`src/rtl/step_dir_driver_if.sv`:
```
// Bundles the step generator inputs and the power stage outputs of step_dir_driver.
// slave = driver stage, master = whoever drives the raw step/dir and reads the pins.
interface step_dir_driver_if #(
    parameter int POS_W = 32
);
    logic             step_in;
    logic             dir_in;
    logic             drv_enable;
    logic             limit_n;
    logic             clear_fault;
    logic             step_out;
    logic             dir_out;
    logic             drv_en_n;
    logic [POS_W-1:0] position;
    logic             busy;
    logic             step_dropped;
    logic             limit_hit;

    modport master (
        output step_in, dir_in, drv_enable, limit_n, clear_fault,
        input  step_out, dir_out, drv_en_n, position, busy, step_dropped, limit_hit
    );

    modport slave (
        input  step_in, dir_in, drv_enable, limit_n, clear_fault,
        output step_out, dir_out, drv_en_n, position, busy, step_dropped, limit_hit
    );
endinterface

```
`src/rtl/step_dir_driver.sv`:
```
// STEP/DIR output stage: DIR setup, min pulse widths, endstop gating, position counter.
// Optional STEPDRV_HOME_ZERO_EN: rising edge of the synced endstop zeroes the position.
module step_dir_driver #(
    parameter int DIR_SETUP_CYC = 250,
    parameter int STEP_HIGH_CYC = 100,
    parameter int STEP_LOW_CYC  = 100,
    parameter int POS_W         = 32
) (
    input  logic              CLK_50MHZ,
    input  logic              rst_n,
    step_dir_driver_if.slave  bus
);
    localparam int CNT_MAX_A = (DIR_SETUP_CYC > STEP_HIGH_CYC) ? DIR_SETUP_CYC : STEP_HIGH_CYC;
    localparam int CNT_MAX   = (CNT_MAX_A > STEP_LOW_CYC) ? CNT_MAX_A : STEP_LOW_CYC;
    localparam int CNT_W     = $clog2(CNT_MAX + 1);
    localparam logic [CNT_W-1:0] DIR_LOAD  = CNT_W'(DIR_SETUP_CYC - 1);
    localparam logic [CNT_W-1:0] HIGH_LOAD = CNT_W'(STEP_HIGH_CYC - 1);
    localparam logic [CNT_W-1:0] LOW_LOAD  = CNT_W'(STEP_LOW_CYC - 1);
    localparam logic [POS_W-1:0] POS_ONE   = POS_W'(1);

    typedef enum logic [1:0] {IDLE, DIR_SETUP, PULSE_HIGH, PULSE_LOW} state_t;

    state_t           state_q, state_d;
    logic [CNT_W-1:0] cnt_q, cnt_d;
    logic             step_q;
    logic             pend_q, pend_d;
    logic             pend_dir_q, pend_dir_d;
    logic [1:0]       lim_sync_q;
    logic             step_out_q, step_out_d;
    logic             dir_out_q, dir_out_d;
    logic             drv_en_n_q;
    logic [POS_W-1:0] pos_q, pos_d;
    logic             dropped_q, dropped_d;
    logic             limhit_q, limhit_d;
`ifdef STEPDRV_HOME_ZERO_EN
    logic             lim_prev_q;
`endif

    logic en;
    logic lim;
    logic step_edge;
    logic consume;
    logic pos_step;
    logic limit_set;
    logic drop_set;

    assign en        = bus.drv_enable;
    assign lim       = ~lim_sync_q[1];
    assign step_edge = bus.step_in & ~step_q;
    assign consume   = en & pend_q & (state_q == IDLE);

    // State register and all other storage
    always_ff @(posedge CLK_50MHZ) begin
        if (!rst_n) begin
            state_q    <= IDLE;
            cnt_q      <= '0;
            step_q     <= 1'b1;
            pend_q     <= 1'b0;
            pend_dir_q <= 1'b0;
            lim_sync_q <= 2'b11;
            step_out_q <= 1'b0;
            dir_out_q  <= 1'b0;
            drv_en_n_q <= 1'b1;
            pos_q      <= '0;
            dropped_q  <= 1'b0;
            limhit_q   <= 1'b0;
`ifdef STEPDRV_HOME_ZERO_EN
            lim_prev_q <= 1'b0;
`endif
        end else begin
            state_q    <= state_d;
            cnt_q      <= cnt_d;
            step_q     <= bus.step_in;
            pend_q     <= pend_d;
            pend_dir_q <= pend_dir_d;
            lim_sync_q <= {lim_sync_q[0], bus.limit_n};
            step_out_q <= step_out_d;
            dir_out_q  <= dir_out_d;
            drv_en_n_q <= ~bus.drv_enable;
            pos_q      <= pos_d;
            dropped_q  <= dropped_d;
            limhit_q   <= limhit_d;
`ifdef STEPDRV_HOME_ZERO_EN
            lim_prev_q <= lim;
`endif
        end
    end

    // Next-state logic
    always_comb begin
        state_d = state_q;
        if (!en) begin
            state_d = IDLE;
        end else begin
            case (state_q)
                IDLE: begin
                    if (pend_q && !(lim && !pend_dir_q)) begin
                        state_d = (pend_dir_q != dir_out_q) ? DIR_SETUP : PULSE_HIGH;
                    end
                end
                DIR_SETUP:  if (cnt_q == '0) state_d = PULSE_HIGH;
                PULSE_HIGH: if (cnt_q == '0) state_d = PULSE_LOW;
                PULSE_LOW:  if (cnt_q == '0) state_d = IDLE;
                default:    state_d = IDLE;
            endcase
        end
    end

    // Output / datapath logic
    always_comb begin
        cnt_d      = (cnt_q != '0) ? cnt_q - 1'b1 : cnt_q;
        step_out_d = step_out_q;
        dir_out_d  = dir_out_q;
        pos_step   = 1'b0;
        limit_set  = 1'b0;
        if (!en) begin
            step_out_d = 1'b0;
        end else begin
            case (state_q)
                IDLE: begin
                    if (consume) begin
                        if (lim && !pend_dir_q) begin
                            limit_set = 1'b1;
                        end else if (pend_dir_q != dir_out_q) begin
                            dir_out_d = pend_dir_q;
                            cnt_d     = DIR_LOAD;
                        end else begin
                            step_out_d = 1'b1;
                            pos_step   = 1'b1;
                            cnt_d      = HIGH_LOAD;
                        end
                    end
                end
                DIR_SETUP: begin
                    if (cnt_q == '0) begin
                        step_out_d = 1'b1;
                        pos_step   = 1'b1;
                        cnt_d      = HIGH_LOAD;
                    end
                end
                PULSE_HIGH: begin
                    if (cnt_q == '0) begin
                        step_out_d = 1'b0;
                        cnt_d      = LOW_LOAD;
                    end
                end
                default: ;
            endcase
        end
    end

    // One-deep step buffer; an edge is lost only if the slot is still occupied after this cycle
    always_comb begin
        pend_d     = pend_q & ~consume;
        pend_dir_d = pend_dir_q;
        drop_set   = 1'b0;
        if (!en) begin
            pend_d = 1'b0;
        end else if (step_edge) begin
            if (pend_q && !consume) begin
                drop_set = 1'b1;
            end else begin
                pend_d     = 1'b1;
                pend_dir_d = bus.dir_in;
            end
        end
    end

    always_comb begin
        pos_d = pos_q;
        if (pos_step) begin
            pos_d = dir_out_q ? pos_q + POS_ONE : pos_q - POS_ONE;
        end
`ifdef STEPDRV_HOME_ZERO_EN
        if (lim && !lim_prev_q) begin
            pos_d = '0;
        end
`endif
    end

    always_comb begin
        dropped_d = drop_set  | (dropped_q & ~bus.clear_fault);
        limhit_d  = limit_set | (limhit_q  & ~bus.clear_fault);
    end

    assign bus.step_out     = step_out_q;
    assign bus.dir_out      = dir_out_q;
    assign bus.drv_en_n     = drv_en_n_q;
    assign bus.position     = pos_q;
    assign bus.busy         = (state_q != IDLE) | pend_q;
    assign bus.step_dropped = dropped_q;
    assign bus.limit_hit    = limhit_q;
endmodule

```
`src/flat_wrapper.sv`:
```
// flat-port wrapper written by rule: the top's interface ports become plain ports
module step_dir_driver_flat 
#(
    parameter int DIR_SETUP_CYC = 250,
    parameter int STEP_HIGH_CYC = 100,
    parameter int STEP_LOW_CYC  = 100,
    parameter int POS_W         = 32
)
  (CLK_50MHZ, rst_n, bus_step_in, bus_dir_in, bus_drv_enable, bus_limit_n, bus_clear_fault, bus_step_out, bus_dir_out, bus_drv_en_n, bus_position, bus_busy, bus_step_dropped, bus_limit_hit);
  step_dir_driver_if #(.POS_W(POS_W)) bus_i ();
  input  logic CLK_50MHZ;
  input  logic rst_n;
  input wire logic [$bits(bus_i.step_in)-1:0] bus_step_in;
  input wire logic [$bits(bus_i.dir_in)-1:0] bus_dir_in;
  input wire logic [$bits(bus_i.drv_enable)-1:0] bus_drv_enable;
  input wire logic [$bits(bus_i.limit_n)-1:0] bus_limit_n;
  input wire logic [$bits(bus_i.clear_fault)-1:0] bus_clear_fault;
  output wire logic [$bits(bus_i.step_out)-1:0] bus_step_out;
  output wire logic [$bits(bus_i.dir_out)-1:0] bus_dir_out;
  output wire logic [$bits(bus_i.drv_en_n)-1:0] bus_drv_en_n;
  output wire logic [$bits(bus_i.position)-1:0] bus_position;
  output wire logic [$bits(bus_i.busy)-1:0] bus_busy;
  output wire logic [$bits(bus_i.step_dropped)-1:0] bus_step_dropped;
  output wire logic [$bits(bus_i.limit_hit)-1:0] bus_limit_hit;
  assign bus_i.step_in = bus_step_in;
  assign bus_i.dir_in = bus_dir_in;
  assign bus_i.drv_enable = bus_drv_enable;
  assign bus_i.limit_n = bus_limit_n;
  assign bus_i.clear_fault = bus_clear_fault;
  assign bus_step_out = bus_i.step_out;
  assign bus_dir_out = bus_i.dir_out;
  assign bus_drv_en_n = bus_i.drv_en_n;
  assign bus_position = bus_i.position;
  assign bus_busy = bus_i.busy;
  assign bus_step_dropped = bus_i.step_dropped;
  assign bus_limit_hit = bus_i.limit_hit;
  step_dir_driver #(.DIR_SETUP_CYC(DIR_SETUP_CYC), .STEP_HIGH_CYC(STEP_HIGH_CYC), .STEP_LOW_CYC(STEP_LOW_CYC), .POS_W(POS_W)) u_core (.CLK_50MHZ(CLK_50MHZ), .rst_n(rst_n), .bus(bus_i));
endmodule
```
`config.mk`:
```
export PLATFORM = sky130hd
export DESIGN_NAME = step_dir_driver_flat
export DESIGN_NICKNAME = d
export VERILOG_FILES = /design/src/rtl/step_dir_driver_if.sv /design/src/rtl/step_dir_driver.sv /design/src/flat_wrapper.sv
export SDC_FILE = /design/constraint.sdc
export NUM_CORES = 1
export LEC_CHECK = 0
export CORE_MARGIN = 4
export CORE_UTILIZATION = 52
export DETAILED_ROUTE_END_ITERATION = 6
export MAX_ROUTING_LAYER = met4
export PLACE_DENSITY = 0.77
export SETUP_SLACK_MARGIN = 0.15
export SLEW_MARGIN = 20
export SYNTH_ARGS = -nofsm -noshare
export SYNTH_HDL_FRONTEND = slang
export SYNTH_SLANG_ARGS = --single-unit
```
`constraint.sdc`:
```
create_clock -name CLK_50MHZ -period 3.42 [get_ports CLK_50MHZ]
set_input_delay 0.684 -clock CLK_50MHZ [delete_from_list [all_inputs] [get_ports CLK_50MHZ]]
set_output_delay 0.684 -clock CLK_50MHZ [all_outputs]
set_load 0.03 [all_outputs]
```
# Word level (Yosys, flattened, before mapping)
# Index checks and enable logic that the tools add are counted.
[classes]
add_sub_neg = 3
eq_ne = 11
mux = 35
n_bitwise = 16
n_reduce_logical = 17
[op_table]
columns = ["cell", "n"]
rows = [
  ["two-way mux 8 bit", 6],
  ["adder 32 x 1 -> 32 bit (second input constant)", 1],
  ["two-way mux 32 bit", 1],
  ["subtractor 32 x 1 -> 32 bit (second input constant)", 1],
  ["two-way mux 1 bit", 19],
  ["one-hot mux 8 bit (2 select lines)", 1],
  ["two-way mux 2 bit", 5],
  ["logical NOT 8 bit", 1],
  ["!= test 2 x 1 -> 1 bit (second input constant)", 4],
  ["one-hot mux 2 bit (4 select lines)", 1],
  ["nonzero test 8 bit", 1],
  ["subtractor 8 x 1 -> 8 bit (second input constant)", 1],
  ["NOT 1 bit", 7],
  ["AND 1 bit", 6],
  ["!= test 2 bit (second input constant)", 3],
  ["AND reduction 6 bit", 1],
  ["AND reduction 5 bit", 1],
  ["equality test 2 bit (second input constant)", 2],
  ["AND reduction 4 bit", 1],
  ["logical AND 1 bit", 3],
  ["logical NOT 1 bit", 3],
  ["OR 1 bit", 3],
  ["one-hot mux 1 bit (3 select lines)", 1],
  ["AND reduction 3 bit", 1],
  ["8 further kinds", 8],
]
[totals]
register_bits = 52
output_inout_bits = 38
word_cells = 94

# Logic depth before layout (Yosys ltp)
# Gate-level depths: netlist of the first run.
[logic_depth]
depth_word = 8
ltp_mapped = 12
ltp_nobuf = 11

# Least setup slack after synthesis of the first run
# Ideal clock, no wire load.
[synth_path]
kind = "register -> register"
start = "register u_core.dir_out_q (netlist: u_core.bus.dir_out)"
end = "register u_core.pos_q[24] (netlist: u_core.bus.position[24])"
setup_time_ns = 0.070
arrival_ns = 3.179
required_time_ns = 3.350
slack_ns = 0.170
stages_incl_launch_ff = 13
period_less_slack_ns = 3.250
cell_sequence = "dfxtp_1 > inv_1 > ha_1 > and3_1 > buf_6 > a31oi_1 > o21ai_1 > a2111o_1 > a41o_1 > a41oi_2 > xnor2_1 > nand2_1 > a21oi_1"
[synth_via]
elab_chain_cells = 6
[synth_rtl]
columns = ["item", "line", "rtl"]
rows = [
  ["start: declaration", "step_dir_driver.sv:30", "logic dir_out_q, dir_out_d;"],
  ["start signal: assignment", "step_dir_driver.sv:78", "dir_out_q <= dir_out_d;"],
  ["!= test 1 bit", "step_dir_driver.sv:124", "end else if (pend_dir_q != dir_out_q) begin"],
  ["two-way mux 1 bit", "step_dir_driver.sv:124", ""],
  ["two-way mux 1 bit", "step_dir_driver.sv:122", "if (lim && !pend_dir_q) begin"],
  ["two-way mux 1 bit", "step_dir_driver.sv:121", "if (consume) begin"],
  ["one-hot mux 1 bit (2 select lines)", "step_dir_driver.sv:119", "case (state_q)"],
  ["two-way mux 1 bit", "step_dir_driver.sv:116", "if (!en) begin"],
  ["end signal: assignment", "step_dir_driver.sv:80", "pos_q <= pos_d;"],
  ["end: declaration", "step_dir_driver.sv:32", "logic [POS_W-1:0] pos_q, pos_d;"],
]
# Parallel ways exist; a longest one is shown, timed or not.
# A chain may end at the register's enable or synchronous reset.

# Final worst setup path of the first run
[layout_path]
start = "register u_core.dir_out_q (netlist: u_core.bus.dir_out)"
end = "register u_core.pos_q[16] (netlist: u_core.bus.position[16])"
# Same word-level chain as after synthesis.

==> qor.yml, run 1 <==
yosys_warnings: 0
start_kind: "flop"
via_count: 3698
antenna_found_initial: 0
syn-instance-count: 486
clk_latency_ns: 0.32
hold_buffers: 0
avgRoutedWirePerCell_um: 15.06
die_h_um: 94.02
clkSlewWorstSetupHoldPaths_ns: 0.10
whs_ns: 0.4299
drt_pass1_iterations: 5
outcome: "complete, no violations"
rr_startpoint: "u_core.bus.dir_out"
ff2ff_setup_slack_ns: 0.33
drc: 0
drt_wl_total_mm: 9.442
synth_area_leaders: "dfxtp_1 (27%), ha_1 (12%), a21oi_1 (6.0%), nand2_1 (4.5%), nor2_1 (4.3%)"
vias_per_cell: 5.898
grt_pass1_vias: 3416
io_pins: 45
min_to: "u_core.lim_sync_q[1]"
synth_area_per_cell_sq_um: 7.917
rows: 31
gp_congestion: 0.8852
fin_setup_tns_ns: 0
grt_pass1_wl_mm: 16.00
powerDensity_nw_per_um2: 396.5
switching_share_pct: 35.07
cp_max_fo: 15
final_layout_size_suffix_gt1_share_pct: 7.008
core_sq_um: 7214
cts-htree-levels: 2
clockPowerShare_pct: 25.0
reg2reg_depth: 12
syn_to_final_growth_pct: 17.27
layout_common_cells: "dfxtp_1 (52), nand2_1 (46), a21oi_1 (46), nor2_1 (44), clkdlybuf4s50_1 (44)"
cts_sinks: 52
yosys.area.top_type: "dfxtp_1"
hold_depth: 1
yosysSeqAreaShare_pct: 27.06
min_from: "u_core.lim_sync_q[0]"
maxCapViolations: 0
syn_nets: 531
grt_overflow: 0
setup_viol: 0
fmax_mhz: 323.4
final_common_cell: "dfxtp_1"
initial_core_util_pct: 53.33
seqPwrFrac_pct: 38.4
synth_edf_count: 0
synth-seq-cells: 52
tightest_slew_ns: 0.7860
finalClockSkew_ns: 0.005786
reg2reg_to: "u_core.bus.position[16]"
min_path_type: "reg -> reg"
die-area_sq_um: 8839
cts_root_buffer: "clkbuf_8"
switchingPower_mw: 0.6274
min_period_over_period_pct: 90.41
clockBufferDepth: 2
synth_cell_type_count: 63
diodes: 0
port_buffers: 44
cts_tree: "built"
p_leak_nw: 1.879
grt_usage_pct: 22.64
internal_power_mw: 1.162
numCtsBuffers: 5
dieWidth_um: 94.02
maxSlewViolCount: 0
hold_violations: 0
drtIter0Drc: 135
cp.arrival_ns: 3.31
rsz0062_at_grt: "false"
maxSlewHeadroom_pct: 47.60
cp-end-kind: "flop"
combPwrFrac_pct: 36.7
dp_hpwl_mm: 6.984
min_period_ns: 3.092
vdd_ir_drop_max_mv: 0.2730
netlist.area_leader.share_pct: 27.06
critical_path_class: "reg -> reg"
synthArstFlopShare_pct: 0
ant_nets: 0
synthFlopType: "dfxtp_1"
grt_max_degree: 33
syn-cell-area_sq_um: 3847
finalNetCount: 572
critPathRequiredTime_ns: 3.64
==> cell families (layout without fill, tap and decap cells) <==
family	after synthesis	after routing	synth area share, %
flops	52	52	27.06
xor+xnor	22	22	5.008
compound gates	152	152	26.31
mux	8	8	2.081
fa+ha+maj	38	38	12.55
simple gates	178	178	22.80
buf+inv	36	78	4.195
==> cell usage after synthesis (7+ instances only) <==
library cell	instances
clkbuf_1	12
ha_1	37
o21ai_1	14
a21o_1	15
nor2_1	44
or3_1	7
nand2_1	46
xor2_1	9
nand2b_1	16
o21ai_0	17
nand3_1	21
xnor2_1	13
o211ai_1	8
dfxtp_1	52
a21oi_1	46
inv_1	14
nor3_1	13
mux2i_1	8
==> registers in the layout, indices dropped and copies added, names as in the netlist <==
register                 cells
u_core.step_q                1
u_core.cnt_q                 8
u_core.pend_dir_q            1
u_core.bus.step_dropped      1
u_core.bus.position         32
u_core.pend_q                1
u_core.lim_sync_q            2
u_core.state_q               2
u_core.bus.drv_en_n          1
u_core.bus.dir_out           1
u_core.bus.limit_hit         1
u_core.bus.step_out          1
==> worst max path at each step <==
| stage | startpoint | end | cells past startpoint |
|---|---|---|---|
| after floorplan | u_core.bus.dir_out | u_core.bus.position[24] | 12 |
| after global placement | u_core.bus.dir_out | u_core.bus.position[24] | 11 |
| after detailed placement | u_core.bus.dir_out | u_core.bus.position[29] | 11 |
| after CTS | u_core.bus.dir_out | u_core.bus.position[29] | 11 |
| after global routing | u_core.bus.dir_out | u_core.bus.position[25] | 12 |
| final | u_core.bus.dir_out | u_core.bus.position[16] | 12 |
==> power by group through the flow <==
stage	Sequential (mW)	Clock (mW)	Combinational, mW
finish	0.686	0.446	0.656
global route	0.691	0.483	0.732
CTS	0.685	0.460	0.650
detailed placement	0.699	0	0.642
global placement	0.698	0	0.629
floorplan	0.703	0	0.509
==> stage by stage <==
step | power [mW] | instances | utilization (%) | worst slack (ns) | instance area, sq um
CTS | 1.795 | 625 | 62.28 | 0.2483 | 4493
finish | 1.789 | 627 | 62.54 | 0.3281 | 4512
global placement | 1.327 | 617 | 60.68 | 0.4304 | 4378
global route | 1.907 | 627 | 62.54 | 0.1369 | 4512
detailed placement | 1.341 | 617 | 60.68 | 0.3041 | 4378
floorplan | 1.212 | 486 | - | 0.1702 | 3847
==> metal layers <==
layer / track usage [%] / up-vias / wire (um)
met2: 36.61 / 85 / 4474
li1: - / 1857 / -
met5: - / - / 0
met1: 30.15 / 1748 / 4482
met4: 5.535 / 0 / 89
met3: 2.885 / 8 / 396
==> critical path: stages (launching register included) <==
cell        delay [ns]
dfxtp_1           0.49
clkinvlp_4        0.19
buf_4             0.22
ha_1              0.38
a21oi_2           0.18
o21ai_1           0.09
or3_1             0.33
o221a_2           0.31
o21ai_1           0.13
nand2b_1          0.10
a31oi_1           0.27
mux2i_1           0.12
a31o_1            0.19
==> final cells by class <==
| cell class | count | area [sq um] |
|---|---|---|
| Clock inverter | 3 | 46.29 |
| Fill cell | 651 | 2703 |
| Sequential cell | 52 | 1041 |
| Tap cell | 99 | 123.9 |
| Timing Repair Buffer | 55 | 523.0 |
| Multi-Input combinational cell | 398 | 2649 |
| Inverter | 15 | 60.06 |
| Clock buffer | 5 | 68.82 |
==> repair_timing <==
action | CTS | global route
setup buffers | 0 | 2
resized for setup | 0 | 1
endpoints found under the setup margin | 0 | 13
Power figures use the tool's default switching activity.
==> run 2: changes to the inputs <==
==> constraint.sdc (replaced) <==
create_clock -name CLK_50MHZ -period 3.42 [get_ports CLK_50MHZ]
set_input_delay 1.026 -clock CLK_50MHZ [delete_from_list [all_inputs] [get_ports CLK_50MHZ]]
set_output_delay 1.026 -clock CLK_50MHZ [all_outputs]
set_load 0.03 [all_outputs]
==> qor.yml, run 2 (synthesis gave the netlist of run 1 again) <==
fin_setup_tns_ns: 0
drtIter0Drc: 174
diodes: 0
clk_latency_ns: 0.32
place_area_sq_um: 4378
grt_overflow: 0
dieWidth_um: 94.02
cts_root_buffer: "clkbuf_8"
hold_buffers: 0
hold_violations: 0
rr_startpoint: "u_core.bus.dir_out"
final_layout_size_suffix_gt1_share_pct: 6.831
vdd_ir_drop_max_mv: 0.1810
gr-usage-met2_pct: 34.83
fin_util_pct: 62.35
use_met3_pct: 2.885
dp_hpwl_mm: 6.910
power_mw: 1.714
outcome: "complete, no violations"
fmax_mhz: 326.6
syn_to_final_growth_pct: 16.91
min_period_ns: 3.062
powerDensity_nw_per_um2: 381.0
critPathRequiredTime_ns: 3.67
start_kind: "flop"
layout_common_cells: "dfxtp_1 (52), nand2_1 (46), a21oi_1 (46), nor2_1 (44), clkdlybuf4s50_1 (44)"
drt_wl_total_mm: 9.324
cts-htree-levels: 2
numCtsBuffers: 5
tightest_slew_ns: 0.6171
ant_nets: 0
p_leak_nw: 1.872
whs_ns: 0.4321
hold_depth: 1
grt_max_degree: 33
fill_cells: 652
grt_pass1_wl_mm: 15.83
clockBufferDepth: 2
drc: 0
largest_reg_flops: 32
port_buffers: 44
die_h_um: 94.02
final_common_cell: "dfxtp_1"
finalNetCount: 571
cp_max_fo: 18
grtUsageMet1_pct: 29.83
setup_viol: 0
rows: 31
reg2reg_depth: 12
cts_tree: "built"
antenna_found_initial: 0
min_to: "u_core.lim_sync_q[1]"
maxSlewViolCount: 0
via_count: 3643
maxSlewHeadroom_pct: 58.86
gp_congestion: 0.8820
cts_sinks: 52
grt-busiest-layer: "met2"
initial_core_util_pct: 53.33
vias_per_cell: 5.819
grt_usage_pct: 22.34
critical_path_class: "reg -> reg"
maxCapViolations: 0
avgRoutedWirePerCell_um: 14.89
io_pins: 45
min_path_type: "reg -> reg"
drt_pass1_iterations: 4
cp-end-kind: "flop"
min_period_over_period_pct: 89.53
clkSlewWorstSetupHoldPaths_ns: 0.11
core_sq_um: 7214
fin_area_sq_um: 4498
rsz0062_at_grt: "false"
grt_pass1_vias: 3433
die-area_sq_um: 8839
reg2reg_to: "u_core.bus.position[24]"
cp.arrival_ns: 3.32
finalClockSkew_ns: 0.01257
min_from: "u_core.lim_sync_q[0]"
ff2ff_setup_slack_ns: 0.36
[run 2: area by class of cell]
| cell class | instances | area, sq um | area share [%] |
|---|---|---|---|
| Tap cell | 99 | 123.9 | 2.754 |
| Inverter | 15 | 60.06 | 1.335 |
| Multi-Input combinational cell | 398 | 2649 | 58.89 |
| Clock inverter | 3 | 27.53 | 0.6120 |
| Clock buffer | 5 | 68.82 | 1.530 |
| Sequential cell | 52 | 1041 | 23.14 |
| Timing Repair Buffer | 54 | 528.0 | 11.74 |
[run 2: where the power goes]
group,switching [mW],total (mW),internal (mW)
registers,0.0366,0.684,0.647
logic,0.353,0.647,0.294
clock network,0.233,0.383,0.151
total,0.622,1.71,1.09
[run 2: repair_timing]
item                                    in CTS  in global routing
gates resized for setup                      0                  1
endpoints found under the setup margin       0                 13
buffers inserted                             0                  1
hold endpoints to repair                     0                  0
[run 2: worst max path at each step]
| stage | start | endpoint | slack (ns) | cells after the start |
|---|---|---|---|---|
| 2_1_floorplan | u_core.bus.dir_out | u_core.bus.position[24] | 0.17 | 12 |
| 3_5_place_dp | u_core.bus.dir_out | u_core.bus.position[29] | 0.28 | 11 |
| 6_report | u_core.bus.dir_out | u_core.bus.position[24] | 0.36 | 12 |
| 3_3_place_gp | bus_drv_enable | u_core.bus.position[5] | 0.35 | 7 |
| 4_1_cts | u_core.bus.dir_out | u_core.bus.position[29] | 0.25 | 11 |
| 5_1_grt | u_core.bus.dir_out | u_core.bus.position[19] | 0.15 | 12 |
[run 2: per-stage QoR]
step	instances	worst slack, ns
after floorplan	486	0.1702
after global placement	617	0.3455
after detailed placement	617	0.2834
after CTS	625	0.2464
after global routing	626	0.1540
final	626	0.3581
[run 2: layer usage]
metal	routed length, um	up-vias
met3	311	14
met1	4576	1695
li1	-	1847
met5	0	-
met2	4295	87
met4	141	0
[run 2: critical path, stage by stage (launching register included)]
cell and delay (ns):
dfxtp_1 0.49, clkinvlp_4 0.18, buf_12 0.17, ha_1 0.37
a21oi_2 0.18, o21ai_1 0.10, or3_1 0.34, o221a_2 0.32
a41o_1 0.28, a41oi_2 0.19, xnor2_1 0.13, nand2_1 0.07
a21oi_1 0.15
==> run 3: changes to the inputs <==
--- a/config.mk
+++ b/config.mk
@@ -7,6 +7,7 @@
 export LEC_CHECK = 0
 export CORE_MARGIN = 4
 export CORE_UTILIZATION = 52
+export CTS_CLUSTER_DIAMETER = 80
 export DETAILED_ROUTE_END_ITERATION = 6
 export MAX_ROUTING_LAYER = met4
 export PLACE_DENSITY = 0.77
==> results of run 3 <==
Final layout, timing and power as in run 2 (identical DEF).
==> RTL change 1, RTL diff (settings of run 1) <==
`DIR_SETUP_CYC` is set to 250 in 2 places; all go to 125.
--- a/src/rtl/step_dir_driver.sv
+++ b/src/rtl/step_dir_driver.sv
@@ -3,3 +3,3 @@
 module step_dir_driver #(
-    parameter int DIR_SETUP_CYC = 250,
+    parameter int DIR_SETUP_CYC = 125,
     parameter int STEP_HIGH_CYC = 100,
--- a/src/flat_wrapper.sv
+++ b/src/flat_wrapper.sv
@@ -3,3 +3,3 @@
 #(
-    parameter int DIR_SETUP_CYC = 250,
+    parameter int DIR_SETUP_CYC = 125,
     parameter int STEP_HIGH_CYC = 100,
Behaviour: same outputs for any inputs over 10 cycles, from zero or initial values and one cycle with rst_n low; that may be too few to reach the edited logic, so the function may still have changed.
==> RTL change 1 against run 1 <==
Routed wire length rose by 5.6%. Die area is 1.8% higher. Sequential share of layout area decreased by 0.57 points. Cell area is 0.55% higher. Sequential cell count shrank 1. Total power decreased by 11%. Global-route usage up 0.81 points. Synthesized area is 2.0% higher. Worst setup slack improved by 0.20 ns. Clock skew increased by 0.0064 ns. Critical path depth decreased by 1.
==> RTL change 1: results (changes against run 1) <==
- Switching portion of total power: 35.5% (+0.44 points)
- Metal3 WL: 533 um (+35%)
- Worst-path fanout max: 19 (+4)
- Share of post-route cells with drive strength above 1: 7.34% (+0.33 points)
- Xor and xnor area share after synthesis: 4.46% (-0.55 points)
- Synth unique cells: 64 (+1.6%)
- Leakage power: 1.99 nW (+6.1%)
- Fraction of synthesized area in multiplexers: 1.02% (-1.1 points)
- Initial DRC Count: 221 (+64%)
- Nets@finish: 589 (+3.0%)
- Status: finished clean
- Filler cell count: 681 (+4.6%)
- Dominant cells by area after synthesis: dfxtp_1 26%, ha_1 12%, nand2_1 7.4%, a21oi_1 7.0%, nand3_1 3.1%
- Seq/Total Area, Yosys: 26.0% (-1.0 points)
- Die footprint: 0.00900 mm^2 (+1.8%)
- Metal-1 WL: 4.58 mm (+2.3%)
- Final WL: 9.97 mm (+5.6%)
- Worst Tran Pin Value: 0.712 ns (-0.0741 ns)
- Gp weighted congestion: 0.937 (+5.9%)
- P_seq: 0.672 mW (-2%)
- Post-DP HPWL: 7.41 mm (+6.0%)
- GRT Total Usage: 23.5% (+0.81 points)
- Slowest cell on the critical path: a2111oi_2
- Post-synth top cells: 77 x nand2_1, 55 x a21oi_1, 51 x dfxtp_1
- Peak VDD IR: 0.171 mV (-37%)
- Synthesized Nets: 550 (+3.6%)
- Compound-Gate Fraction of Synth Area: 25.9% (-0.36 points)
- Area after DPL: 0.00442 mm^2 (+1.1%)
- Largest net degree at the start of global routing: 21 (-36%)
- CP top delay family: compound AO/OA/AOI/OAI gates
- FFs w/ async S/R, synth: 0% (unchanged)
- Via density: 5.98 (+1.4%)
- Clk buf depth: 2 (unchanged)
- Vias in the first global route: 3703 (+8.4%)
- Met2 wire len: 4.61 mm (+3.1%)
- Power after layout: 1.59 mW (-11%)
- Adder-Cell Fraction of Synth Area: 12.3% (-0.25 points)
- Arrival @ worst endpoint: 3.10 ns (-0.21 ns)
- First-pass GRT wire length: 16.8 mm (+4.9%)
- Comb power frac: 34.7% (-2.0 points)
- Setup Skew: 0.0121 ns (+0.00635 ns)
- Clock Latency Late Sink: 0.32 ns (about the same)
- DR top layer: met4
- CP max stage delay: 0.40 ns (-0.09 ns)
[RTL change 1: cell types whose count changed in the layout (fill, tap and decap cells not counted), sizes merged, moves of 3 or more]
cell	delta
nand3	+4
nor2	-16
a31o	-3
nand2	+30
nor3	-4
nand2b	-5
a21oi	+9
mux2i	-4
o21ai	-8
inv	+6
nand4	+3
[RTL change 1: cell type report]
type                            instances  area [um^2]  share of cell area (%)
Inverter                               21         82.6                    1.82
Tap cell                               99          124                    2.73
Clock inverter                          3         20.0                   0.441
Multi-Input combinational cell        411         2690                    59.3
Clock buffer                            5         68.8                    1.52
Timing Repair Buffer                   54          528                    11.6
Sequential cell                        51         1020                    22.5
[RTL change 1: through the flow]
stage	hold WS, ns	worst slack [ns]	utilization, %	instances
finish	0.421	0.530	62.2	644
CTS	0.423	0.346	61.9	643
global route	0.455	0.305	62.2	644
floorplan	0.386	0.193	-	505
detailed placement	0.397	0.371	60.7	635
global placement	0.395	0.440	60.7	635
[RTL change 1: metal layers]
| metal | vias up | global-route usage, % |
|---|---|---|
| met5 | - | - |
| met4 | 0 | 8.65 |
| met3 | 22 | 3.27 |
| met2 | 134 | 37.5 |
| met1 | 1787 | 30.1 |
| li1 | 1909 | - |
[RTL change 1: timing repair]
item                                    in CTS  in global routing
setup buffers                                0                  1
hold buffers                                 0                  0
gates resized for setup                      0                  1
endpoints found under the setup margin       0                  4
[RTL change 1: final timing paths]
kind	startpoint	endpoint	slack, ns	cells after the start
min	u_core.lim_sync_q[0]	u_core.lim_sync_q[1]	0.42	1
max reg2reg	u_core.bus.dir_out	u_core.bus.position[24]	0.53	11
max	u_core.bus.dir_out	u_core.bus.position[24]	0.53	11
min reg2reg	u_core.lim_sync_q[0]	u_core.lim_sync_q[1]	0.42	1
==> RTL change 2, RTL diff (flow settings as in run 1) <==
Made on the original files. Encoding of `state_t`: now one-hot (4 bits for 4 states).
--- a/src/rtl/step_dir_driver.sv
+++ b/src/rtl/step_dir_driver.sv
@@ -20,3 +20,3 @@
 
-    typedef enum logic [1:0] {IDLE, DIR_SETUP, PULSE_HIGH, PULSE_LOW} state_t;
+    typedef enum logic [3:0] {IDLE = 4'b0001, DIR_SETUP = 4'b0010, PULSE_HIGH = 4'b0100, PULSE_LOW = 4'b1000} state_t;
 
Function: no difference found for any inputs over 10 cycles, from zero or initial values and one cycle with rst_n low; not proved beyond that.
==> RTL change 2 against run 1 <==
Cell area increased by 0.78%. Worst hold slack worse by 0.013 ns. Routed wire length increased by 0.11%. Clock power shrank 17%. Critical path depth unchanged. Synthesized cell count is 1.4% higher. Utilization grew 0.49 points. Total power down 9.7%. Cell count rose by 2.1%. Synthesized area is essentially flat. Clock skew rose by 0.0044 ns. Sequential cell count grew 2. Worst setup slack worse by 0.039 ns.
==> RTL change 2: results (changes against run 1) <==
- Seq/Total Area, Yosys: 28.1% (+1.1 points)
- Dpl cells: 628 (+1.8%)
- Via count: 3723 (+0.68%)
- Initial antenna violation count: 0 (unchanged)
- WL/cell: 14.8 um (-1.9%)
- Synth Area per Inst: 7.80 um^2 (-1.5%)
- Hold_ws: 0.417 ns (-0.0127 ns)
- Dominant cells by area after synthesis: dfxtp_1 28%, ha_1 11%, nand2_1 7.2%, a21oi_1 6.4%, a21o_1 3.9%
- Synthesized Nets: 534 (+0.56%)
- Setup Skew: 0.0101 ns (+0.00435 ns)
- Synth unique cells: 62 (-1.6%)
- Vias in the first global route: 3455 (+1.1%)
- Largest net degree at the start of global routing: 29 (-12%)
- Hold Startpoint: u_core.lim_sync_q[0]
- FF-to-FF setup slack: 0.29 ns (-0.04 ns)
- Status: finished clean
- Post-DP HPWL: 6.95 mm (-0.53%)
- Peak VDD IR: 0.179 mV (-34%)
- GRT Total Usage: 22.4% (-0.22 points)
- Slowest cell on the critical path: dfxtp_2
- Via density: 5.82 (-1.4%)
- Leakage power: 1.97 nW (+5.0%)
- Arrival @ worst endpoint: 3.39 ns (+0.08 ns)
- Gp weighted congestion: 0.960 (+8.4%)
- Share of post-route cells with drive strength above 1: 7.02% (+0.016 points)
- Clock Tree Root: clkbuf_8
- Number of I/O port buffers: 44 (unchanged)
- CP max stage delay: 0.46 ns (-0.03 ns)
- Initial DRC Count: 209 (+55%)
- Worst r2r dst: u_core.bus.position[22]
- Nets@finish: 581 (+1.6%)
- Worst Tran Pin Value: 0.554 ns (-0.232 ns)
- Post-synth top cells: 74 x nand2_1, 54 x dfxtp_1, 49 x a21oi_1
- Area after DPL: 0.00442 mm^2 (+0.86%)
- Switching portion of total power: 34.3% (-0.73 points)
- FF-to-FF Start: u_core.bus.dir_out
- Worst-path fanout max: 14 (-1)
- Clk buf depth: 2 (unchanged)
- Pre-antenna DRT Iters: 4 (-1)
- First-pass GRT wire length: 15.9 mm (-0.65%)
- Setup WS pre-CTS: 0.342 ns (+0.0375 ns)
-- RTL change 2: cell count changes after synthesis, moves of 5 or more --
cell / delta
nand2_1: +28
nor2_1: -13
nand2b_1: -8
nor3_1: -6
a21o_1: +5
nand3_1: -5
xor2_1: +5
-- RTL change 2: metal layers --
| layer | global-route usage (%) | vias up | wire [um] |
|---|---|---|---|
| li1 | - | 1886 | - |
| met1 | 28.8 | 1741 | 4530 |
| met2 | 36.7 | 82 | 4480 |
| met3 | 3.29 | 14 | 312 |
| met4 | 6.38 | 0 | 127 |
| met5 | - | - | 0 |
-- RTL change 2: kinds of logic (layout without fill, tap and decap cells) --
group / count (synthesis) / after routing / share of synthesized area, %
AO/OA/AOI/OAI: 154 / 154 / 25.6
XOR/XNOR: 29 / 29 / 6.61
adder cells (fa/ha/maj): 34 / 34 / 11.3
buffers and inverters: 36 / 84 / 3.87
flip-flops: 54 / 54 / 28.1
multiplexers: 4 / 4 / 1.04
AND/OR/NAND/NOR: 182 / 182 / 23.5
-- RTL change 2: worst max-delay path by stage --
stage                              end  slack (ns)  depth (start not counted)               start
2_1_floorplan  u_core.bus.position[29]        0.26                         12  u_core.bus.dir_out
3_3_place_gp   u_core.bus.position[22]        0.36                         12  u_core.bus.dir_out
3_5_place_dp   u_core.bus.position[22]        0.34                         12  u_core.bus.dir_out
4_1_cts        u_core.bus.position[22]        0.29                         12  u_core.bus.dir_out
5_1_grt        u_core.bus.position[22]        0.13                         12  u_core.bus.dir_out
6_report       u_core.bus.position[22]        0.29                         12  u_core.bus.dir_out
-- RTL change 2: area by class of cell --
| cell class | instances | area (um^2) |
|---|---|---|
| clock buffers | 5 | 68.8 |
| clock inverters | 3 | 23.8 |
| fillers | 653 | 2670 |
| inverters | 16 | 63.8 |
| multi-input cells | 403 | 2620 |
| flip-flops and latches | 54 | 1080 |
| well taps | 99 | 124 |
| repair buffers | 60 | 561 |
-- RTL change 2: repair_timing --
item / CTS / global route
resized for setup: 0 / 2
buffers inserted: 0 / 4
endpoints found under the setup margin: 0 / 7
-- RTL change 2: power groups by stage --
stage | clock network [mW] | logic (mW) | registers [mW]
after floorplan | 0 | 0.414 | 0.732
after global placement | 0 | 0.498 | 0.732
after detailed placement | 0 | 0.507 | 0.737
after CTS | 0.389 | 0.511 | 0.722
after global routing | 0.415 | 0.582 | 0.729
final | 0.372 | 0.520 | 0.723
